$ cat src/rtl/sfifo.sv
// Single-clock synchronous FIFO with increment-style handshake and registered read data.
// Optional SFIFO_ERR_FLAGS_EN adds registered overflow (wovf) / underflow (rudf) pulses.
module sfifo #(
  parameter int WIDTH      = 8,
  parameter int DEPTH      = 16,
  parameter int ADDR_WIDTH = $clog2(DEPTH)
) (
  input  logic             clk,
  input  logic             rst,
  input  logic             winc,
  input  logic             rinc,
  input  logic [WIDTH-1:0] wdata,
  output logic             wfull,
  output logic             rempty,
  output logic [WIDTH-1:0] rdata
`ifdef SFIFO_ERR_FLAGS_EN
  ,
  output logic             wovf,
  output logic             rudf
`endif
);

  // Handshake: winc/rinc are requests qualified by the status flags. A write is
  // accepted only while !wfull, a read only while !rempty; rejected requests change nothing.

  localparam logic [ADDR_WIDTH:0]   LP_DEPTH   = (ADDR_WIDTH+1)'(DEPTH);
  localparam logic [ADDR_WIDTH:0]   LP_CNT_ONE = (ADDR_WIDTH+1)'(1);
  localparam logic [ADDR_WIDTH-1:0] LP_PTR_ONE = ADDR_WIDTH'(1);

  logic [WIDTH-1:0]      r_mem [DEPTH];
  logic [ADDR_WIDTH-1:0] r_wptr;
  logic [ADDR_WIDTH-1:0] r_rptr;
  logic [ADDR_WIDTH:0]   r_count;
  logic [WIDTH-1:0]      r_rdata;
  logic                  w_we;
  logic                  w_re;
  logic                  w_full;
  logic                  w_empty;

  // Flags come straight from the registered count, so they track it with no extra lag.
  assign w_full  = (r_count == LP_DEPTH);
  assign w_empty = (r_count == '0);
  assign w_we    = winc & ~w_full;
  assign w_re    = rinc & ~w_empty;

  assign wfull  = w_full;
  assign rempty = w_empty;
  assign rdata  = r_rdata;

  // Storage is deliberately left out of reset; occupancy alone defines valid contents.
  always_ff @(posedge clk) begin
    if (w_we) begin
      r_mem[r_wptr] <= wdata;
    end
  end

  always_ff @(posedge clk or posedge rst) begin
    if (rst) begin
      r_wptr  <= '0;
      r_rptr  <= '0;
      r_count <= '0;
      r_rdata <= '0;
    end else begin
      if (w_we) begin
        r_wptr <= r_wptr + LP_PTR_ONE;
      end
      if (w_re) begin
        r_rdata <= r_mem[r_rptr];
        r_rptr  <= r_rptr + LP_PTR_ONE;
      end
      unique case ({w_we, w_re})
        2'b10:   r_count <= r_count + LP_CNT_ONE;
        2'b01:   r_count <= r_count - LP_CNT_ONE;
        default: r_count <= r_count;
      endcase
    end
  end

`ifdef SFIFO_ERR_FLAGS_EN
  logic r_wovf;
  logic r_rudf;

  // One-cycle pulses flagging a request that hit a full/empty FIFO on the previous edge.
  always_ff @(posedge clk or posedge rst) begin
    if (rst) begin
      r_wovf <= 1'b0;
      r_rudf <= 1'b0;
    end else begin
      r_wovf <= winc & w_full;
      r_rudf <= rinc & w_empty;
    end
  end

  assign wovf = r_wovf;
  assign rudf = r_rudf;
`endif

endmodule

$ cat config.mk
export PLATFORM = sky130hd
export DESIGN_NAME = sfifo
export DESIGN_NICKNAME = d
export VERILOG_FILES = /design/src/rtl/sfifo.sv
export SDC_FILE = /design/constraint.sdc
export NUM_CORES = 1
export LEC_CHECK = 0
export CORE_MARGIN = 2
export CORE_UTILIZATION = 60
export DETAILED_ROUTE_END_ITERATION = 8
export PLACE_DENSITY = 0.79
export SETUP_SLACK_MARGIN = 0.02
export SLEW_MARGIN = 25
export SYNTH_ARGS = -nofsm -noshare
export SYNTH_HDL_FRONTEND = slang
export SYNTH_SLANG_ARGS = --single-unit
$ cat constraint.sdc
create_clock -name clk -period 3.95 [get_ports clk]
set_input_delay 0.79 -clock clk [delete_from_list [all_inputs] [get_ports clk]]
set_output_delay 0.79 -clock clk [all_outputs]
set_load 0.05 [all_outputs]
Word level (Yosys, flattened, before mapping)
Memories as Yosys holds them, arrays and structs flattened. A register that Yosys moved wholly into a read port is not among the register bits.
Index checks and enable logic that the tools add are counted.
{"block": "word_totals", "ff_bits": 13, "ram_bits": 128, "output_inout_bits": 10, "wordCells": 20, "n_memories": 1}
{"block": "op_classes", "n_addsub": 4, "eq_ne": 3, "muxes": 3, "bitwise": 4, "reduce_logical": 2}
{"name": "r_mem", "depth": 16, "width": 8, "rd": 1, "rd_clocked_by_memory_dff": 1, "write_ports": 1, "line": "30", "source": "logic [WIDTH-1:0] r_mem [DEPTH];"}
{"cell": "5-bit case mux with 2 select lines", "count": 1}
{"cell": "4-bit by 1-bit adder with 4-bit output, second input constant", "count": 2}
{"cell": "5-bit by 1-bit adder with 5-bit output, second input constant", "count": 1}
{"cell": "5-bit equality test, second input constant", "count": 1}
{"cell": "5-bit zero test", "count": 1}
{"cell": "5-bit by 1-bit subtractor with 5-bit output, second input constant", "count": 1}
{"cell": "1-bit bitwise AND", "count": 2}
{"cell": "2-bit by 1-bit equality test with 1-bit output, second input constant", "count": 1}
{"cell": "2-bit equality test, second input constant", "count": 1}
{"cell": "1-bit 2-to-1 mux", "count": 2}
{"cell": "1-bit NOT", "count": 2}
{"cell": "2-bit nonzero test", "count": 1}

Depth between registers and ports, before layout
{"block": "depth", "depth_word": 5, "depth_mapped": 13, "mapped_depth_nobuf": 12}

Least setup slack after synthesis
No wires, ideal clock.
{"block": "synth_path", "kind": "register to register", "startpoint": "reg r_count[0]", "endpoint": "reg r_count[4]", "arrival_time_ns": 2.736, "path_slack_ns": 1.088, "stages_incl_launch_ff": 11, "cell_sequence": "dfrtp_1 or4_4 o21ai_4 inv_1 ha_1 ha_1 nor2b_1 o21ai_0 a21oi_1 or3b_2 xnor2_1"}
{"block": "synth_via", "elab_chain_cells": 5}
{"element": "from (decl)", "line": "33", "source": "logic [ADDR_WIDTH:0] r_count;"}
{"element": "from (signal assigned)", "line": "72", "source": "2'b10: r_count <= r_count + LP_CNT_ONE;"}
{"element": "from (signal assigned)", "line": "73", "source": "2'b01: r_count <= r_count - LP_CNT_ONE;"}
{"element": "from (signal assigned)", "line": "74", "source": "default: r_count <= r_count;"}
{"element": "5-bit zero test (*)", "line": "42", "source": "assign w_empty = (r_count == '0);"}
{"element": "1-bit NOT (*)", "line": "44", "source": "assign w_re = rinc & ~w_empty;"}
{"element": "1-bit bitwise AND (*)", "line": "44"}
{"element": "via w_re", "line": "36", "source": "logic w_re;"}
{"element": "2-bit by 1-bit equality test with 1-bit output / 2-bit equality test (equally long branches)", "line": "71", "source": "unique case ({w_we, w_re})"}
{"element": "5-bit case mux with 2 select lines / 2-bit nonzero test (equally long branches)"}
The timed path passes the listed nets; every way through them passes the cells marked *.
A chain may end at the register's enable or synchronous reset.

Final worst setup path
Ends and elaborated chain as after synthesis.

==> reports/results.ini <==
[setup_path]
path_cells=or4_4, o21ai_4, inv_1, ha_1, ha_1, nor2b_1, o21ai_0, a21oi_1, or3b_2, xnor2_1
cp.buffers_inverters=1
path_common_cell=ha_1
end_kind=flip-flop
critPathSlowestCell=or4_4
max_stage_delay_ps=550
required_ps=4360
reg2reg_to=r_count[4]$_DFFE_PP0P_
crit_path_max_fanout=18
crit_type=reg -> reg
cp-start-kind=flip-flop
rr_worst_depth=10
critPathTopFamily=simple AND/OR/NAND/NOR gates
rrSetupSlack_ps=670
reg2reg_from=r_count[0]$_DFFE_PP0P_
worst-path-stages=10
crit_arrival_ps=3690

[floorplanning]
core_region_area_um2=9680
fp.dieW_um=104
start_util_pct=61.3
rows=36
die_h_um=104
io_pins=22
die_area_um2=10700

[clock_network]
path_clk_slew_ps=60
clockBufferDepth=2
ctsRootBufferMaster=clkbuf_8
clk_latency_ps=530
cts_resized=0
cts_sinks=149
cts-htree-levels=4
cts_tree=built
cts_setup_buffers=0
cts_buffers=17
postCtsHoldBufs=0

[yosys]
yosys-top-cells-area=edfxtp_1, mux4_2, dfrtp_1
yosys_warnings=0
ys_ff_latch=149
yosysSeqAreaShare_pct=73.5
syn_nets=339
synth.avg_cell_area_um2=18.7
netlist.area_leader.share_pct=64.7
synth_area_um2=5940
syn_inst=317
synth_cell_types=30
yosysTopAreaCell=edfxtp_1

[global_routing]
grt_pass1_wl_um=17800
grt_antenna_before_repair=0
grt-ovfl-total=0
grt_pass1_vias=3094
grt_start_max_net_pins=23
gr-usage-all-layers_pct=23.0

[timing]
finalCritPeriodShare_pct=83.1
maxSlewViolCount=0
hold_viol=0
setup_violations=0
tns_ps=0
clock.fmax_mhz=305
rsz0062_at_grt=false
skew_ps=11.1
tightestPinTransition_ps=984
layout_min_cycle_time_ps=3280
slew_headroom_pct=34.4

[drt]
drtPass1Iterations=4
wirelength_um=11300
dr_total_vias=2918
route.met3.wl_um=632
drt_iter0_markers=160
drt-met1-wl_um=4580
wl_per_cell_um=22.6
routed.top_layer=met4
postRouteAntennaNets=0
viasPerCell=5.85
route.detailed.drc=0
met2_length_um=5900

[finish]
n_antenna_cell=0
drive_above_1_share_pct=21.0
area_growth_pct=16.3
layout_common_cells=edfxtp_1, mux4_2, nand2_1
stdcell_area_um2=6910
nNetsFinal=375
layout_commonest_cell=edfxtp_1

[min_path]
hp-class=reg -> reg
whs_endpoint=rdata[6]$_DFFE_PP0P_
holdPathStages=2
min-delay-start=rdata[6]$_DFFE_PP0P_

[power]
leakagePower_uw=0.00239
p_total_uw=5240
power_density_nw_per_um2=759
vdd_ir_drop_max_mv=0.388

[status]
status=finished clean

[placement]
placed_area_um2=6330
gp_congestion=0.760
dp_hpwl_um=6790
portBuffers=21

[run]
cap_violations=0

[cell usage after synthesis]
| library cell | number |
|---|---|
| o221ai_1 | 7 |
| nand4_1 | 2 |
| nor2_1 | 13 |
| a21oi_1 | 2 |
| edfxtp_1 | 128 |
| or2_2 | 1 |
| nand3_1 | 1 |
| dfrtp_1 | 21 |
| or4_4 | 1 |
| a21o_1 | 1 |
| and2_1 | 1 |
| ha_1 | 9 |
| inv_1 | 10 |
| o21ai_0 | 11 |
| xor2_1 | 2 |
| or3b_2 | 1 |
| clkbuf_1 | 6 |
| buf_2 | 5 |
| mux2i_1 | 8 |
| buf_1 | 2 |
| nand2b_1 | 3 |
| fa_1 | 1 |
| nor4_1 | 1 |
| nor3_1 | 4 |
| nand2_1 | 30 |
| xnor2_1 | 8 |
| buf_4 | 3 |
| nor2b_1 | 1 |
| mux4_2 | 33 |
| o21ai_4 | 1 |
[tightest hold or removal path: stages, from the launching register on]
cell,delay [ps]
dfrtp_1,340
nand2_1,50
o21ai_0,60
[state kept, by name, indices dropped and copies added (netlist names)]
register / flops
r_rptr: 4
rdata: 8
r_mem: 128
r_wptr: 4
r_count: 5
[stage by stage]
stage | setup slack (ps) | hold WS, ps | util [%] | std cells
3_5_place_dp | 530 | 478 | 65.4 | 467
6_report | 668 | 485 | 71.3 | 499
5_1_grt | 399 | 533 | 71.3 | 499
3_3_place_gp | 635 | 465 | 65.4 | 467
2_1_floorplan | 1090 | 501 | - | 317
4_1_cts | 645 | 492 | 71.3 | 499
[logic make-up (layout without fill, tap and decap cells)]
kind of cell,Yosys count,count (layout),synth area share [%]
adders and majority gates,10,10,2.23
DFF,149,149,73.5
xor gates and xnor gates,10,10,1.47
and+or+nand+nor,59,59,4.42
AOI/OAI and AO/OA,22,22,2.53
muxes,41,41,13.9
buffers and inverters,26,75,1.94
[layout make-up]
| cell class | count | area [um2] |
|---|---|---|
| clock buffer | 19 | 422 |
| clock inverter | 13 | 154 |
| fill | 583 | 2780 |
| inverter | 10 | 37.5 |
| multi-input combinational | 142 | 1460 |
| sequential | 149 | 4370 |
| tap | 133 | 166 |
| timing repair buffer | 33 | 300 |
[routing by layer]
metal | global-route usage [%] | vias up
met3 | 5.41 | 18
met2 | 38.8 | 86
li1 | - | 1308
met1 | 29.8 | 1506
met4 | 8.20 | 0
met5 | 0 | -
[power by group]
part / internal, uW / total [uW] / switching, uW
clock network: 959 / 1570 / 608
logic: 681 / 1430 / 753
registers: 1960 / 2240 / 283
[worst max path at each step]
stage,startpoint,end,slack (ps)
floorplan,r_count[0]$_DFFE_PP0P_,r_count[4]$_DFFE_PP0P_,1090
global placement,rinc,r_count[4]$_DFFE_PP0P_,640
detailed placement,rinc,r_count[4]$_DFFE_PP0P_,530
CTS,r_count[0]$_DFFE_PP0P_,r_count[4]$_DFFE_PP0P_,650
global route,r_count[0]$_DFFE_PP0P_,r_count[4]$_DFFE_PP0P_,400
finish,r_count[0]$_DFFE_PP0P_,r_count[4]$_DFFE_PP0P_,670
No activity file was read; power rests on OpenSTA's default activity.
